===== src/rtl/std_seq_div_pkg.sv =====
// Shared types for the iterative restoring divider std_seq_div.
package std_seq_div_pkg;

    typedef enum logic [1:0] {
        IDLE = 2'd0,
        BUSY = 2'd1,
        DONE = 2'd2
    } seq_div_state_t;

endpackage


===== src/rtl/std_div_step.sv =====
// One restoring-division iteration: shift in the next dividend bit, then
// subtract the divisor when the shifted partial remainder is large enough.
module std_div_step #(
    parameter int width = 32
) (
    input  logic [width-1:0] rem,
    input  logic             dvd_msb,
    input  logic [width-1:0] divisor,
    output logic [width-1:0] rem_next,
    output logic             q_bit
);

    logic [width:0] shifted;

    assign shifted = {rem, dvd_msb};
    assign q_bit   = (shifted >= {1'b0, divisor});
    // Difference is below the divisor, so the low width bits are exact.
    assign rem_next = q_bit ? (shifted[width-1:0] - divisor) : shifted[width-1:0];

endmodule


===== src/rtl/std_seq_div.sv =====
// Iterative unsigned restoring divider, one quotient bit per cycle.
// Optional macro STD_SEQ_DIV_ZERO_CHECK_EN adds the div_by_zero port and a fast path.
module std_seq_div
    import std_seq_div_pkg::*;
#(
    parameter int width = 32
) (
    input  logic             clk,
    input  logic             reset,
    input  logic [width-1:0] left,
    input  logic             left_read_in,
    input  logic [width-1:0] right,
    input  logic             right_read_in,
    input  logic             valid,
    output logic             ready,
    output logic [width-1:0] out,
    output logic [width-1:0] out_remainder,
    output logic             out_read_out
`ifdef STD_SEQ_DIV_ZERO_CHECK_EN
    ,
    output logic             div_by_zero
`endif
);

    localparam int CNT_W = $clog2(width + 1);

    seq_div_state_t state_q, state_d;

    logic [CNT_W-1:0] cnt_q, cnt_d;
    logic [width-1:0] dvd_q, dvd_d;
    logic [width-1:0] divisor_q, divisor_d;
    logic [width-1:0] rem_q, rem_d;
    logic [width-1:0] out_q, out_d;
    logic [width-1:0] out_rem_q, out_rem_d;

    logic             start;
    logic             start_zero;
    logic             last_step;
    logic [width-1:0] step_rem;
    logic             step_q_bit;
    logic [width-1:0] quotient_next;

    assign start     = valid && left_read_in && right_read_in;
    assign last_step = (cnt_q == CNT_W'(1));

`ifdef STD_SEQ_DIV_ZERO_CHECK_EN
    logic dbz_q, dbz_d;
    assign start_zero  = (right == '0);
    assign div_by_zero = dbz_q;
`else
    assign start_zero  = 1'b0;
`endif

    std_div_step #(
        .width(width)
    ) u_step (
        .rem     (rem_q),
        .dvd_msb (dvd_q[width-1]),
        .divisor (divisor_q),
        .rem_next(step_rem),
        .q_bit   (step_q_bit)
    );

    // Quotient bits accumulate in the dividend register as it shifts out.
    assign quotient_next = {dvd_q[width-2:0], step_q_bit};

    always_ff @(posedge clk) begin
        if (reset) begin
            state_q <= IDLE;
        end else begin
            state_q <= state_d;
        end
    end

    always_comb begin
        state_d = state_q;
        case (state_q)
            IDLE: begin
                if (start) begin
                    state_d = start_zero ? DONE : BUSY;
                end
            end
            BUSY: begin
                if (last_step) begin
                    state_d = DONE;
                end
            end
            DONE:    state_d = IDLE;
            default: state_d = IDLE;
        endcase
    end

    always_comb begin
        ready         = (state_q == DONE);
        out_read_out  = (state_q == DONE);
        out           = out_q;
        out_remainder = out_rem_q;
    end

    always_comb begin
        cnt_d     = cnt_q;
        dvd_d     = dvd_q;
        divisor_d = divisor_q;
        rem_d     = rem_q;
        out_d     = out_q;
        out_rem_d = out_rem_q;
`ifdef STD_SEQ_DIV_ZERO_CHECK_EN
        dbz_d     = dbz_q;
`endif
        case (state_q)
            IDLE: begin
                if (start) begin
                    dvd_d     = left;
                    divisor_d = right;
                    rem_d     = '0;
                    cnt_d     = CNT_W'(width);
                    if (start_zero) begin
                        out_d     = '1;
                        out_rem_d = left;
`ifdef STD_SEQ_DIV_ZERO_CHECK_EN
                        dbz_d     = 1'b1;
`endif
                    end
                end
            end
            BUSY: begin
                rem_d = step_rem;
                dvd_d = quotient_next;
                cnt_d = cnt_q - CNT_W'(1);
                // Results are loaded on entry to DONE so they are valid with ready.
                if (last_step) begin
                    out_d     = quotient_next;
                    out_rem_d = step_rem;
`ifdef STD_SEQ_DIV_ZERO_CHECK_EN
                    dbz_d     = 1'b0;
`endif
                end
            end
            default: ;
        endcase
    end

    always_ff @(posedge clk) begin
        if (reset) begin
            cnt_q     <= '0;
            dvd_q     <= '0;
            divisor_q <= '0;
            rem_q     <= '0;
            out_q     <= '0;
            out_rem_q <= '0;
`ifdef STD_SEQ_DIV_ZERO_CHECK_EN
            dbz_q     <= 1'b0;
`endif
        end else begin
            cnt_q     <= cnt_d;
            dvd_q     <= dvd_d;
            divisor_q <= divisor_d;
            rem_q     <= rem_d;
            out_q     <= out_d;
            out_rem_q <= out_rem_d;
`ifdef STD_SEQ_DIV_ZERO_CHECK_EN
            dbz_q     <= dbz_d;
`endif
        end
    end

endmodule

===== config.mk =====
export PLATFORM = sky130hd
export DESIGN_NAME = std_seq_div
export DESIGN_NICKNAME = d
export VERILOG_FILES = /design/src/rtl/std_seq_div_pkg.sv /design/src/rtl/std_div_step.sv /design/src/rtl/std_seq_div.sv
export SDC_FILE = /design/constraint.sdc
export NUM_CORES = 1
export LEC_CHECK = 0
export ABC_CLOCK_PERIOD_IN_PS = 6400
export BUFFER_PORTS_ARGS = -buffer_cell sky130_fd_sc_hd__buf_2
export CAP_MARGIN = 0
export CORE_UTILIZATION = 45
export CTS_BUF_LIST = sky130_fd_sc_hd__clkbuf_8
export DETAILED_ROUTE_END_ITERATION = 16
export GPL_TIMING_DRIVEN = 1
export PLACE_DENSITY_LB_ADDON = 0.05
export SLEW_MARGIN = 10
export SYNTH_ARGS = -nofsm -noshare
export SYNTH_HDL_FRONTEND = slang
export SYNTH_HIERARCHICAL = 1
export SYNTH_SLANG_ARGS = --single-unit

===== constraint.sdc =====
create_clock -name clk -period 6.4 [get_ports clk]
set_input_delay 0 -clock clk [delete_from_list [all_inputs] [get_ports clk]]
set_output_delay 0 -clock clk [all_outputs]
set_load 0.02 [all_outputs]

==> results of run 1 <==
## layout by cell type (no fill, tap or decap), drive strengths merged, types with 34 or more instances in the layout
cell,netlist,routed
nand2b,132,132
a21oi,128,128
mux2i,67,67
buf,36,144
o21ai,80,80
nand3,41,41
o211ai,37,37
nand2,59,59
ha,34,34
dlygate4sd3,0,64
dfxtp,168,168
inv,44,49
## layout make-up
type	instances	area (µm²)	share of cell area (%)
clock buffer	17	234.0	2.115
inverter	44	165.2	1.493
clock inverter	15	118.9	1.075
timing repair buffer	208	1393	12.59
sequential	168	3363	30.41
tap	270	337.8	3.054
multi-input combinational	788	5449	49.26
## cells by family after synthesis
family	synth area share, %
compound gates	21.45
buf+inv	7.291
xor+xnor	2.404
simple gates	17.77
flops	35.50
mux	10.88
fa+ha+maj	4.702
## cells in the mapped netlist, types with 4 or more instances
master,n,area share (%)
nand3_1,41,2.2
nand2_1,59,2.3
dfxtp_1,168,36
buf_1,4,0.16
o21a_1,4,0.32
o21ai_0,79,4.2
and3_1,4,0.26
nor2b_1,8,0.53
a21o_1,9,0.71
mux2i_1,67,7.1
buf_2,22,1.2
nand4_1,9,0.59
mux2_4,9,1.4
ha_1,34,4.5
nand2b_1,132,8.7
inv_1,43,1.7
a31oi_1,6,0.40
xnor2_1,18,1.7
clkbuf_1,59,2.3
nor3_1,7,0.37
o211ai_1,37,2.9
mux2_2,20,2.4
nor2_1,24,0.95
a32oi_1,32,3.0
xor2_1,8,0.74
o21bai_1,4,0.32
a21oi_1,127,6.7
buf_12,8,1.7
## how the worst min path moves through the flow
stage / start / to
floorplan: right[0] / divisor_q[0]$_SDFFE_PP0P_
global placement: right[15] / divisor_q[15]$_SDFFE_PP0P_
detailed placement: right[30] / divisor_q[30]$_SDFFE_PP0P_
CTS: reset / dvd_q[18]$_SDFFE_PP0P_
global route: reset / dvd_q[16]$_SDFFE_PP0P_
finish: reset / divisor_q[4]$_SDFFE_PP0P_
## metal layers
| metal | wire (µm) | share of wire (%) |
|---|---|---|
| met5 | 0 | 0 |
| met4 | 342 | 1.4 |
| met3 | 782 | 3.2 |
| met2 | 11410 | 46 |
| met1 | 12050 | 49 |
## state kept, by name (all words and copies together), names as in the netlist
name,cells
divisor_q,32
dvd_q,32
cnt_q,6
rem_q,32
out,32
out_remainder,32
state_q,2
## timing repair
item                                   4_1_cts  5_1_grt
endpoints found under the hold margin       64        0
hold buffers                                64        0
setup buffers                                0        0
## power breakdown
| part | leakage (µW) | internal (µW) | switching [µW] | total (µW) |
|---|---|---|---|---|
| combinational | 0.00268 | 1190 | 1310 | 2500 |
| sequential | 0.00136 | 1100 | 41.7 | 1140 |
| clock | 0.000174 | 276 | 435 | 711 |
## metrics by stage
| stage | cells | util (%) | hold slack (ns) | total power, µW | setup WS (ns) |
|---|---|---|---|---|---|
| global placement | 1414 | 49.28 | 0.2549 | 3590 | 2.919 |
| finish | 1510 | 54.14 | 0.1219 | 4350 | 2.820 |
| CTS | 1510 | 54.14 | 0.1118 | 4359 | 2.825 |
| floorplan | 1095 | - | 0.1477 | 3227 | 3.461 |
| global route | 1510 | 54.14 | 0.1525 | 4627 | 2.533 |
| detailed placement | 1414 | 49.28 | 0.2604 | 3594 | 2.851 |
==> impl_metrics.toml, run 1 <==
[timing]
fin_crit_sh_pct = 55.93
min_period_ns = 3.580
finalHoldViolations = 0
maxSlewViolCount = 0
maxSlewHeadroom_pct = 38.75
setup-violations-final = 0
fin_setup_tns_ns = 0
worst_pin_slew_ns = 0.9187
rsz0062_at_grt = "false"
skew_ns = 0.01842
fmax_mhz = 279.4

[floorplanning]
dieArea_um2 = 21640
die_y_um = 147.1
ios = 135
coreArea_um2 = 20430
row_count = 52
die-width_um = 147.1
initial_core_util_pct = 46.37

[final_layout]
nNetsFinal = 1331
drive_above_1_share_pct = 18.39
n_antenna_cell = 0
design_area_um2 = 11060
area_delta_synth_final_pct = 16.76
fillers = 1987

[drt]
wl_per_cell_um = 16.28
via_per_inst = 5.441
routed_wl_um = 24590
vias = 8216
drc_errors = 0
dr.pass1.iters = 5
detail-route-antenna-nets = 0
first_iter_violations = 464

[yosys]
netlist_area_um2 = 9473
ys.warnings.count = 6
async_reset_ff_share_pct = 0
ys_ff_latch = 168
yosys_most_used_dff = "dfxtp_1"
syn_area_per_cell_um2 = 8.651
syn_nets = 1199
netlist_instances = 1095
yosysSeqAreaShare_pct = 35.50
synth.distinct_cells = 64
synth_edf_count = 0

[setup_path]
startpoint_type = "flop"
path_delay_family = "compound AO/OA/AOI/OAI gates"
cp.required_ns = 6.71
slowest_stage = "inv_2"
critPathMaxFanout = 30
max_stage_delay_ns = 0.61
worstSetupEndpointType = "flop"
timing.critical_path.to = "rem_q[11]$_SDFFE_PP0P_"
worstPathArrival_ns = 3.89
crit_start = "divisor_q[10]$_SDFFE_PP0P_"
path_cells = "inv_1, ha_1, nand4_1, nor3_1, o211ai_1, nor4b_4, o21ai_2, a31oi_4, o21a_4, inv_2, mux2_2, nand2_1, a21oi_1"
critPathKind = "flop to flop"
cp.depth = 13
cp_num_buf_inv = 2
rrSetupSlack_ns = 2.82
rr_endpoint = "rem_q[11]$_SDFFE_PP0P_"
r2r_cells = 13
r2r-start = "divisor_q[10]$_SDFFE_PP0P_"

[global_routing]
use_met1_pct = 30.73
grt_pass1_vias = 8030
grt_pass1_wl_um = 40430
met3_usage_pct = 3.944
grt_max_degree = 152
met2_usage_pct = 38.04
gr-total-overflow = 0
grt_antenna_before_repair = 0
grt_usage_pct = 23.02
grt.busiest_layer = "met2"

[clock_network]
clkTransAtPathRegs_ns = 0.09
cts_buffers = 17
cts_root_buffer = "clkbuf_8"
htreeDepth = 4
clk_latency_ns = 0.48
clock-sinks = 168
cts_tree = "done"
cts_buffer_depth = 2
post_cts_resized = 0

[placement]
gp_congestion = 0.8492
io_buffers = 134
dp_hpwl_um = 15460
placed_area_um2 = 10070

[min_path]
hp-class = "primary input to flop"
hold_path_depth = 2

[pwr]
p_leak_uw = 0.004217
ir_drop_v = 0.0003657
power.density_nw_per_um2 = 393.2

[run_status]
outcome = "finished, final reports clean"

[flow_run]
maxCapViolations = 0
(Power assumes the default switching activity.)
==> run 2: changes to the inputs <==
--- a/config.mk
+++ b/config.mk
@@ -5,7 +5,7 @@
 export SDC_FILE = /design/constraint.sdc
 export NUM_CORES = 1
 export LEC_CHECK = 0
-export ABC_CLOCK_PERIOD_IN_PS = 6400
+export ABC_CLOCK_PERIOD_IN_PS = 3500
 export BUFFER_PORTS_ARGS = -buffer_cell sky130_fd_sc_hd__buf_2
 export CAP_MARGIN = 0
 export CORE_UTILIZATION = 45
==> constraint.sdc (replaced) <==
create_clock -name clk -period 3.5 [get_ports clk]
set_input_delay 0 -clock clk [delete_from_list [all_inputs] [get_ports clk]]
set_output_delay 0 -clock clk [all_outputs]
set_load 0.02 [all_outputs]
==> impl_metrics.toml, run 2 (same netlist as run 1, synthesis figures left out) <==
[run_status]
outcome = "finished, final reports clean"

[setup_path]
rr_endpoint = "out_remainder[18]$_SDFFE_PP0P_"
max_stage_delay_ns = 0.39
r2r_cells = 14
critPathKind = "flop to flop"
startpoint_type = "flop"
critPathMaxFanout = 15
path_delay_family = "simple AND/OR/NAND/NOR gates"
timing.critical_path.to = "out_remainder[18]$_SDFFE_PP0P_"
rrSetupSlack_ns = 0.31
crit_start = "divisor_q[10]$_SDFFE_PP0P_"
cp.required_ns = 3.83
cp_num_buf_inv = 3
worstSetupEndpointType = "flop"
cp.depth = 14
path_cells = "inv_1, ha_1, nand4_1, nor3_2, o211ai_1, nor4b_4, o21ai_2, a31oi_4, o21a_4, inv_2, buf_12, mux2_2, nand2b_1, mux2i_1"
r2r-start = "divisor_q[10]$_SDFFE_PP0P_"
slowest_stage = "ha_1"
worstPathArrival_ns = 3.53

[drt]
first_iter_violations = 502
drc_errors = 0
routed_wl_um = 24610
dr.pass1.iters = 5
detail-route-antenna-nets = 0
via_per_inst = 5.438
vias = 8288
wl_per_cell_um = 16.15

[final_layout]
drive_above_1_share_pct = 19.17
multi_input_area_um2 = 5451
stdcell_count = 1524
nNetsFinal = 1343
fillers = 1946
most-common-layout-cells = "168 x dfxtp_1, 133 x buf_2, 132 x nand2b_1"
final_common_cell = "dfxtp_1"
area_delta_synth_final_pct = 18.98
area.sequential_um2 = 3363

[global_routing]
grt_antenna_before_repair = 2
grt_pass1_wl_um = 40390
grt_usage_pct = 22.94
gr-total-overflow = 0
grt_max_degree = 141
grt_pass1_vias = 7968

[placement]
gp_congestion = 0.8822
dp_hpwl_um = 15820
place_ws_ns = 0.1204
io_buffers = 134
dp.cells = 1426

[clock_network]
cts_buffer_depth = 2
cts_tree = "done"
clk_latency_ns = 0.47
htreeDepth = 4
clock-sinks = 168
cts_root_buffer = "clkbuf_8"
clkTransAtPathRegs_ns = 0.12
cts_setup_buffers = 0
cts_buffers = 17

[flow_run]
maxCapViolations = 0

[timing]
holdWs_ns = 0.09749
fmax_mhz = 313.3
maxSlewViolCount = 0
min_period_ns = 3.192
setup-violations-final = 0
fin_crit_sh_pct = 91.20
rsz0062_at_grt = "false"
finalHoldViolations = 0
skew_ns = 0.01867
worst_slack_ns = 0.3079
fin_setup_tns_ns = 0
maxSlewHeadroom_pct = 37.14
worst_pin_slew_ns = 0.9409

[floorplanning]
initial_core_util_pct = 46.37
die-width_um = 147.1
coreArea_um2 = 20430
die_y_um = 147.1
dieArea_um2 = 21640
row_count = 52
ios = 135

[pwr]
ir_drop_v = 0.0007278
p_leak_uw = 0.004324
power.density_nw_per_um2 = 745.7

[min_path]
hp-class = "primary input to flop"
[run 2: cell types whose count changed in the layout (fill, tap and decap cells not counted)]
cell	delta
clkinv_8	+6
buf_12	+4
nor3_1	-1
clkinv_2	-4
nor3_2	+1
inv_8	-1
inv_6	+4
nand2b_2	-1
clkinvlp_4	-4
clkinv_4	-1
nand2b_1	+1
buf_4	+8
diode_2	+2
[run 2: layout make-up]
cell class              instances  area share, %
multi-input cells             788          48.37
flip-flops and latches        168          29.84
repair buffers                220          13.60
well taps                     270          2.997
clock buffers                  17          2.076
clock inverters                15          1.610
inverters                      44          1.465
diodes                          2        0.04441
[run 2: metrics by stage]
step,util (%),power (µW),cell area [µm²]
after floorplan,-,5902,9473
after global placement,49.95,6928,10200
after detailed placement,49.95,6919,10200
after CTS,55.12,8456,11260
after global routing,55.17,8934,11270
final,55.17,8404,11270
[run 2: power by group]
group | internal, µW | leakage (µW) | switching (µW)
combinational | 2490 | 0.00276 | 2410
clock | 550 | 0.000207 | 878
sequential | 2010 | 0.00136 | 77.0
total | 5040 | 0.00432 | 3360
[run 2: layer usage]
metal	global-route usage (%)	vias to the layer above	wire length (µm)
li1	-	4177	-
met1	31.17	3939	11980
met2	38.23	157	11510
met3	3.478	15	946
met4	5.103	0	173
met5	0	-	0
[run 2: worst min path at each step]
| stage | slack, ns | to | cells past startpoint | start |
|---|---|---|---|---|
| 2_1_floorplan | 0.15 | divisor_q[0]$_SDFFE_PP0P_ | 2 | right[0] |
| 3_3_place_gp | 0.26 | divisor_q[31]$_SDFFE_PP0P_ | 3 | right[31] |
| 3_5_place_dp | 0.26 | divisor_q[22]$_SDFFE_PP0P_ | 3 | right[22] |
| 4_1_cts | 0.09 | dvd_q[17]$_SDFFE_PP0P_ | 2 | reset |
| 5_1_grt | 0.13 | dvd_q[17]$_SDFFE_PP0P_ | 2 | reset |
| 6_report | 0.1 | dvd_q[17]$_SDFFE_PP0P_ | 2 | reset |
[run 2: timing repair]
item / 4_1_cts / 5_1_grt
resized for setup: 0 / 1
endpoints found under the hold margin: 64 / 0
endpoints found under the setup margin: 0 / 57
hold buffers: 64 / 0
